<file path="src/rtl/csr_apb_bridge_pkg.sv">
// Shared types for the APB-to-CSR bridge: FSM state encoding, cpuif widths
// and the byte-strobe to bit-enable expansion.
package csr_bridge_pkg;

  localparam int CPUIF_DATA_W = 32;
  localparam int CPUIF_STRB_W = CPUIF_DATA_W / 8;

  typedef enum logic [1:0] {
    IDLE = 2'd0,
    WAIT = 2'd1,
    RESP = 2'd2
  } bridge_state_e;

  function automatic logic [CPUIF_DATA_W-1:0] strb_to_biten(input logic [CPUIF_STRB_W-1:0] strb);
    logic [CPUIF_DATA_W-1:0] biten;
    for (int i = 0; i < CPUIF_STRB_W; i++) begin
      biten[8*i +: 8] = {8{strb[i]}};
    end
    return biten;
  endfunction

endpackage

</file>
<file path="src/rtl/csr_apb_bridge_if.sv">
// APB4 completer bus plus the register block's single-request cpuif.
// slave = the bridge's view, master = requester and register block together.
interface csr_apb_bridge_if #(parameter int ADDR_W = 8);
  import csr_bridge_pkg::*;

  // APB: a transfer is accepted when psel & penable; it ends on the one cycle pready is high.
  logic                    psel;
  logic                    penable;
  logic                    pwrite;
  logic [ADDR_W-1:0]       paddr;
  logic [CPUIF_DATA_W-1:0] pwdata;
  logic [CPUIF_STRB_W-1:0] pstrb;
  logic                    pready;
  logic [CPUIF_DATA_W-1:0] prdata;
  logic                    pslverr;

  logic                    cpuif_req;
  logic                    cpuif_req_is_wr;
  logic [ADDR_W-1:0]       cpuif_addr;
  logic [CPUIF_DATA_W-1:0] cpuif_wr_data;
  logic [CPUIF_DATA_W-1:0] cpuif_wr_biten;
  logic                    cpuif_rd_ack;
  logic                    cpuif_rd_err;
  logic [CPUIF_DATA_W-1:0] cpuif_rd_data;
  logic                    cpuif_wr_ack;
  logic                    cpuif_wr_err;

  modport slave (
    input  psel, penable, pwrite, paddr, pwdata, pstrb,
    output pready, prdata, pslverr,
    output cpuif_req, cpuif_req_is_wr, cpuif_addr, cpuif_wr_data, cpuif_wr_biten,
    input  cpuif_rd_ack, cpuif_rd_err, cpuif_rd_data, cpuif_wr_ack, cpuif_wr_err
  );

  modport master (
    output psel, penable, pwrite, paddr, pwdata, pstrb,
    input  pready, prdata, pslverr,
    input  cpuif_req, cpuif_req_is_wr, cpuif_addr, cpuif_wr_data, cpuif_wr_biten,
    output cpuif_rd_ack, cpuif_rd_err, cpuif_rd_data, cpuif_wr_ack, cpuif_wr_err
  );

endinterface

</file>
<file path="src/rtl/csr_apb_bridge_timeout.sv">
// WAIT-state watchdog for the bridge; only instantiated when CSR_APB_TIMEOUT_EN is defined.
module csr_apb_timeout #(
  parameter int LIMIT = 16
) (
  input  logic clk,
  input  logic rst_n,
  input  logic clear,
  input  logic run,
  output logic expired
);

  logic [7:0] count;

  always_ff @(posedge clk) begin
    if (!rst_n) begin
      count <= 8'd0;
    end else if (clear) begin
      count <= 8'd0;
    end else if (run) begin
      count <= count + 8'd1;
    end
  end

  assign expired = run && (count == 8'(LIMIT - 1));

endmodule

</file>
<file path="src/rtl/csr_apb_bridge.sv">
// APB4 completer driving the CSR block's cpuif: one request per access, pready held until ack.
// Optional WAIT timeout is built when CSR_APB_TIMEOUT_EN is defined.
module csr_apb_bridge
  import csr_bridge_pkg::*;
#(
  parameter int ADDR_W         = 8,
  parameter int DATA_W         = 32,
  parameter int TIMEOUT_CYCLES = 16
) (
  input  logic          clk,
  input  logic          rst_n,
  csr_apb_bridge_if.slave bus,
  output bridge_state_e fsm_state
);

  if (DATA_W != CPUIF_DATA_W) begin : g_bad_data_w
    $error("csr_apb_bridge: DATA_W must be 32");
  end
  if (TIMEOUT_CYCLES < 2 || TIMEOUT_CYCLES > 255) begin : g_bad_timeout
    $error("csr_apb_bridge: TIMEOUT_CYCLES must be in 2..255");
  end

  bridge_state_e state;
  logic          access;
  logic          aligned;
  logic          ack_hit;
  logic          ack_err;
  logic          expired;

  assign access    = bus.psel && bus.penable;
  assign aligned   = (bus.paddr[1:0] == 2'b00);
  assign fsm_state = state;

  // Only the ack matching the captured direction counts; the other is ignored.
  assign ack_hit = bus.cpuif_req_is_wr ? bus.cpuif_wr_ack : bus.cpuif_rd_ack;
  assign ack_err = bus.cpuif_req_is_wr ? bus.cpuif_wr_err : bus.cpuif_rd_err;

`ifdef CSR_APB_TIMEOUT_EN
  csr_apb_timeout #(.LIMIT(TIMEOUT_CYCLES)) u_timeout (
    .clk     (clk),
    .rst_n   (rst_n),
    .clear   (state == IDLE && access && aligned),
    .run     (state == WAIT),
    .expired (expired)
  );
`else
  assign expired = 1'b0;
`endif

  always_ff @(posedge clk) begin
    if (!rst_n) begin
      state               <= IDLE;
      bus.pready          <= 1'b0;
      bus.prdata          <= '0;
      bus.pslverr         <= 1'b0;
      bus.cpuif_req       <= 1'b0;
      bus.cpuif_req_is_wr <= 1'b0;
      bus.cpuif_addr      <= '0;
      bus.cpuif_wr_data   <= '0;
      bus.cpuif_wr_biten  <= '0;
    end else begin
      bus.cpuif_req <= 1'b0;
      bus.pready    <= 1'b0;
      bus.prdata    <= '0;
      bus.pslverr   <= 1'b0;
      unique case (state)
        IDLE: begin
          if (access) begin
            if (!aligned) begin
              state       <= RESP;
              bus.pready  <= 1'b1;
              bus.pslverr <= 1'b1;
            end else begin
              state               <= WAIT;
              bus.cpuif_req       <= 1'b1;
              bus.cpuif_req_is_wr <= bus.pwrite;
              bus.cpuif_addr      <= {bus.paddr[ADDR_W-1:2], 2'b00};
              bus.cpuif_wr_data   <= bus.pwrite ? bus.pwdata : '0;
              bus.cpuif_wr_biten  <= bus.pwrite ? strb_to_biten(bus.pstrb) : '0;
            end
          end
        end
        WAIT: begin
          if (ack_hit) begin
            state       <= RESP;
            bus.pready  <= 1'b1;
            bus.pslverr <= ack_err;
            bus.prdata  <= bus.cpuif_req_is_wr ? '0 : bus.cpuif_rd_data;
          end else if (expired) begin
            state       <= RESP;
            bus.pready  <= 1'b1;
            bus.pslverr <= 1'b1;
          end
        end
        RESP: begin
          state <= IDLE;
        end
        default: begin
          state <= IDLE;
        end
      endcase
    end
  end

endmodule

</file>
<file path="src/flat_wrapper.sv">
// flat-port wrapper written by rule: the top's interface ports become plain ports
module csr_apb_bridge_flat import csr_bridge_pkg::*;
#(
  parameter int ADDR_W         = 8,
  parameter int DATA_W         = 32,
  parameter int TIMEOUT_CYCLES = 16
)
  (clk, rst_n, fsm_state, bus_psel, bus_penable, bus_pwrite, bus_paddr, bus_pwdata, bus_pstrb, bus_pready, bus_prdata, bus_pslverr, bus_cpuif_req, bus_cpuif_req_is_wr, bus_cpuif_addr, bus_cpuif_wr_data, bus_cpuif_wr_biten, bus_cpuif_rd_ack, bus_cpuif_rd_err, bus_cpuif_rd_data, bus_cpuif_wr_ack, bus_cpuif_wr_err);
  csr_apb_bridge_if #(.ADDR_W(ADDR_W)) bus_i ();
  input  logic clk;
  input  logic rst_n;
  output bridge_state_e fsm_state;
  input wire logic [$bits(bus_i.psel)-1:0] bus_psel;
  input wire logic [$bits(bus_i.penable)-1:0] bus_penable;
  input wire logic [$bits(bus_i.pwrite)-1:0] bus_pwrite;
  input wire logic [$bits(bus_i.paddr)-1:0] bus_paddr;
  input wire logic [$bits(bus_i.pwdata)-1:0] bus_pwdata;
  input wire logic [$bits(bus_i.pstrb)-1:0] bus_pstrb;
  output wire logic [$bits(bus_i.pready)-1:0] bus_pready;
  output wire logic [$bits(bus_i.prdata)-1:0] bus_prdata;
  output wire logic [$bits(bus_i.pslverr)-1:0] bus_pslverr;
  output wire logic [$bits(bus_i.cpuif_req)-1:0] bus_cpuif_req;
  output wire logic [$bits(bus_i.cpuif_req_is_wr)-1:0] bus_cpuif_req_is_wr;
  output wire logic [$bits(bus_i.cpuif_addr)-1:0] bus_cpuif_addr;
  output wire logic [$bits(bus_i.cpuif_wr_data)-1:0] bus_cpuif_wr_data;
  output wire logic [$bits(bus_i.cpuif_wr_biten)-1:0] bus_cpuif_wr_biten;
  input wire logic [$bits(bus_i.cpuif_rd_ack)-1:0] bus_cpuif_rd_ack;
  input wire logic [$bits(bus_i.cpuif_rd_err)-1:0] bus_cpuif_rd_err;
  input wire logic [$bits(bus_i.cpuif_rd_data)-1:0] bus_cpuif_rd_data;
  input wire logic [$bits(bus_i.cpuif_wr_ack)-1:0] bus_cpuif_wr_ack;
  input wire logic [$bits(bus_i.cpuif_wr_err)-1:0] bus_cpuif_wr_err;
  assign bus_i.psel = bus_psel;
  assign bus_i.penable = bus_penable;
  assign bus_i.pwrite = bus_pwrite;
  assign bus_i.paddr = bus_paddr;
  assign bus_i.pwdata = bus_pwdata;
  assign bus_i.pstrb = bus_pstrb;
  assign bus_pready = bus_i.pready;
  assign bus_prdata = bus_i.prdata;
  assign bus_pslverr = bus_i.pslverr;
  assign bus_cpuif_req = bus_i.cpuif_req;
  assign bus_cpuif_req_is_wr = bus_i.cpuif_req_is_wr;
  assign bus_cpuif_addr = bus_i.cpuif_addr;
  assign bus_cpuif_wr_data = bus_i.cpuif_wr_data;
  assign bus_cpuif_wr_biten = bus_i.cpuif_wr_biten;
  assign bus_i.cpuif_rd_ack = bus_cpuif_rd_ack;
  assign bus_i.cpuif_rd_err = bus_cpuif_rd_err;
  assign bus_i.cpuif_rd_data = bus_cpuif_rd_data;
  assign bus_i.cpuif_wr_ack = bus_cpuif_wr_ack;
  assign bus_i.cpuif_wr_err = bus_cpuif_wr_err;
  csr_apb_bridge #(.ADDR_W(ADDR_W), .DATA_W(DATA_W), .TIMEOUT_CYCLES(TIMEOUT_CYCLES)) u_core (.clk(clk), .rst_n(rst_n), .bus(bus_i), .fsm_state(fsm_state));
endmodule
</file>
<file path="config.mk">
export PLATFORM = sky130hd
export DESIGN_NAME = csr_apb_bridge_flat
export DESIGN_NICKNAME = d
export VERILOG_FILES = /design/src/rtl/csr_apb_bridge_pkg.sv /design/src/rtl/csr_apb_bridge_if.sv /design/src/rtl/csr_apb_bridge_timeout.sv /design/src/rtl/csr_apb_bridge.sv /design/src/flat_wrapper.sv
export SDC_FILE = /design/constraint.sdc
export NUM_CORES = 1
export LEC_CHECK = 0
export CORE_MARGIN = 4
export CORE_UTILIZATION = 39
export DETAILED_ROUTE_END_ITERATION = 10
export PLACE_DENSITY = 0.84
export SYNTH_ARGS = -nofsm -noshare
export SYNTH_HDL_FRONTEND = slang
export SYNTH_HIERARCHICAL = 1
export SYNTH_SLANG_ARGS = --single-unit
</file>
<file path="constraint.sdc">
create_clock -name clk -period 2.8 [get_ports clk]
set_clock_uncertainty 0.15 [all_clocks]
set_input_delay 0.56 -clock clk [delete_from_list [all_inputs] [get_ports clk]]
set_output_delay 0.56 -clock clk [all_outputs]
set_load 0.05 [all_outputs]
</file>
==> summary.json <==
{
  "place": {
    "place.gp.congestion": 0.751,
    "dp_slack_ns": 0.490,
    "post_place_cells": 559,
    "buffers_on_ports": 192,
    "detailed_place_hpwl_um": 6340
  },
  "yosys": {
    "syn_area_mm2": 0.00309,
    "seq_area_frac_synth_pct": 51.9,
    "netlist-cell-type-count": 23,
    "biggest_area_consumer_among_synthesized_cells": "sky130_fd_sc_hd__dfxtp_1",
    "synth_top_family_by_area": "simple AND/OR/NAND/NOR gates",
    "synth-seq-cells": 80,
    "synthesis.instances": 310,
    "muxShareOfSynthArea_pct": 14.8,
    "synth_simple_gate_area_share_pct": 20.6,
    "compound_cell_area_share_of_the_yosys_netlist_pct": 1.01,
    "post-synth-top-area-fraction_pct": 51.9,
    "post-synth-top-count-cell": "sky130_fd_sc_hd__dfxtp_1",
    "ys_top_cells_by_area": "sky130_fd_sc_hd__dfxtp_1 (52%), sky130_fd_sc_hd__mux2i_1 (14%), sky130_fd_sc_hd__buf_4 (7.3%)",
    "synth_async_sr_flop_share_pct": 0,
    "synthXorXnorAreaFrac_pct": 0,
    "synth_top_cells_by_count": "sky130_fd_sc_hd__dfxtp_1 (80), sky130_fd_sc_hd__nand2_1 (51), sky130_fd_sc_hd__mux2i_1 (43)",
    "synth_flop_cell": "sky130_fd_sc_hd__dfxtp_1",
    "synth-adder-area-share_pct": 0,
    "synth.yosys.warnings": 6,
    "synth-edff-count": 0,
    "avgSynthCellArea_um2": 9.96
  },
  "worst_setup_path": {
    "critical_path.max_fanout": 9,
    "timing.critical_path.required_ns": 2.09,
    "worst_path_max_delay_cell": "sky130_fd_sc_hd__clkdlybuf4s50_1",
    "timing_worst_setup_path_type": "reg -> out",
    "timing.critical_path.from_type": "flop",
    "critical_path.max_stage_delay_ns": 0.87,
    "worstSetupEndpointType": "output port",
    "crit_path_buffers_inverters": 1,
    "worst_path_dominant_cell_family": "buffers and inverters",
    "cp_cell_sequence": "clkdlybuf4s50_1",
    "critPathArrivalTime_ns": 1.69
  },
  "clock_tree": {
    "post-cts-setup-buffers": 0,
    "cts.hold.buffers_added": 0,
    "clock_latency_late_sink_ns": 0.33,
    "post_cts.resized_instances": 0,
    "cts_num_sinks": 80,
    "clockBufferDepth": 2,
    "cts_inserted_buffers": 9,
    "cts.root.buffer_cell": "sky130_fd_sc_hd__clkbuf_8",
    "tritoncts_clock_tree": "yes",
    "number_of_h_tree_levels": 3,
    "clock_input_transition_at_the_sequential_cells_of_the_worst_setup_and_hold_paths_ns": 0.08
  },
  "final_layout": {
    "layout-area-overhead-vs-synth_pct": 62.2,
    "final_layout_size_suffix_gt1_share_pct": 5.71,
    "layout.core_utilization_pct": 64.8,
    "design.final.nets": 553,
    "ant_diodes": 0,
    "final_cells": 575
  },
  "sta": {
    "fin_crit_sh_pct": 85.7,
    "layout_min_cycle_time_ns": 2.40,
    "final_hold_viol_count": 0,
    "relSlewSlack_pct": 63.3,
    "finalSetupViolations": 0,
    "fmaxAchievable_mhz": 417,
    "rsz_0062_raised_after_global_routing": "false",
    "hold_ws_ns": 0.312,
    "count_of_final_max_slew_check_failures": 0,
    "final_critical_path_setup_slack_ns": 0.399,
    "worst_slew_pin_slew_ns": 0.549,
    "tns_ns": 0
  },
  "run": {
    "max_cap_viol_count": 0
  },
  "die": {
    "initial_utilization_pct": 39.9,
    "floorplan_core_area_mm2": 0.00773,
    "std_cell_rows": 32,
    "design.portCount": 195,
    "die-height_um": 97.0,
    "die_outline_area_mm2": 0.00940,
    "die-width_um": 97.0
  },
  "drt": {
    "wl_um": 8160,
    "first_iteration_detailed_routing_drc_count": 74,
    "first_pass_iters": 4,
    "vias": 2625,
    "drc": 0,
    "ant_nets": 0,
    "vias_per_cell": 4.57,
    "routed_wire_length_per_instance_um": 14.2
  },
  "global_routing": {
    "antenna_found_initial": 0,
    "track_usage_pct": 16.6,
    "grt_pass1_vias": 2619,
    "grt_first_pass_wirelength_um": 12700,
    "maximum_number_of_pins_on_one_net_before_global_route_repair": 73,
    "overflow": 0
  },
  "pwr": {
    "power_density_mw_per_mm2": 443,
    "ir_drop_uv": 296,
    "power.static_leakage_nw": 2.09
  },
  "status": {
    "outcome": "complete, no violations"
  },
  "hold_path": {
    "hold_path_class": "reg -> reg"
  }
}
-- final timing paths --
check	slack (ns)	endpoint	from	cells past startpoint
max	0.40	bus_cpuif_wr_biten[13]	u_core/bus.cpuif_wr_biten[15]	1
min	0.31	u_core/bus.cpuif_wr_data[30]	u_core/bus.cpuif_wr_data[30]	2
max reg2reg	1.01	u_core/bus.cpuif_wr_data[6]	u_core/fsm_state[0]	4
min reg2reg	0.31	u_core/bus.cpuif_wr_data[30]	u_core/bus.cpuif_wr_data[30]	2
-- logic make-up (layout without fill, tap and decap cells) --
logic type             Yosys count  in the layout
AO/OA/AOI/OAI                    5              5
buffers and inverters           51            213
flip-flops                      80             80
multiplexers                    45             45
other                            1              2
AND/OR/NAND/NOR                128            128
-- worst register-to-register path: stages, from the launching register on --
cell	delay (ns)
sky130_fd_sc_hd__dfxtp_1	0.43
sky130_fd_sc_hd__and4bb_2	0.30
sky130_fd_sc_hd__nand2_4	0.23
sky130_fd_sc_hd__buf_4	0.37
sky130_fd_sc_hd__mux2i_1	0.25
-- cell type report --
class / count / area, um2
Clock buffer: 9 / 124
Clock inverter: 7 / 53.8
Fill cell: 619 / 2720
Multi-Input combinational cell: 180 / 1130
Sequential cell: 80 / 1600
Tap cell: 102 / 128
Timing Repair Buffer: 197 / 1970
-- cell usage in the layout (no fill, tap or decap), types with 2 or more instances in the layout --
cell type / n
sky130_fd_sc_hd__clkdlybuf4s50_1: 191
sky130_fd_sc_hd__dfxtp_1: 80
sky130_fd_sc_hd__nand2_1: 51
sky130_fd_sc_hd__mux2i_1: 43
sky130_fd_sc_hd__nand3_1: 37
sky130_fd_sc_hd__and2_1: 32
sky130_fd_sc_hd__clkbuf_8: 9
sky130_fd_sc_hd__buf_4: 4
sky130_fd_sc_hd__inv_6: 3
sky130_fd_sc_hd__clkinvlp_4: 3
sky130_fd_sc_hd__a21oi_1: 3
sky130_fd_sc_hd__nor2_1: 2
sky130_fd_sc_hd__conb_1: 2
-- metrics by stage --
stage	instance area, um2	power [mW]
2_1_floorplan	3090	1.33
3_3_place_gp	4830	1.48
3_5_place_dp	4830	1.48
4_1_cts	5010	2.24
5_1_grt	5010	2.32
6_report	5010	2.22
-- power breakdown --
group	internal (mW)	switching [mW]	total, mW	leakage [nW]
Clock	0.329	0.436	0.765	0.0827
Combinational	0.157	0.141	0.298	1.36
Sequential	1.15	0.00750	1.16	0.646
Total	1.64	0.584	2.22	2.09
-- per-layer routing --
layer	global-route usage, %	up-vias	wire length [um]
met5	0	-	0
met4	7.24	0	166
met3	6.92	12	859
met2	30.2	125	4200
met1	16.5	1192	2930
li1	-	1296	-
-- sequential cells by signal, indices dropped and copies added, names as in the netlist --
name,cells
u_core/bus.pslverr,1
u_core/bus.cpuif_wr_biten,4
u_core/bus.prdata,32
u_core/bus.pready,1
u_core/fsm_state,2
u_core/bus.cpuif_req_is_wr,1
u_core/bus.cpuif_req,1
u_core/bus.cpuif_wr_data,32
u_core/bus.cpuif_addr,6
(Power assumes the default switching activity.)
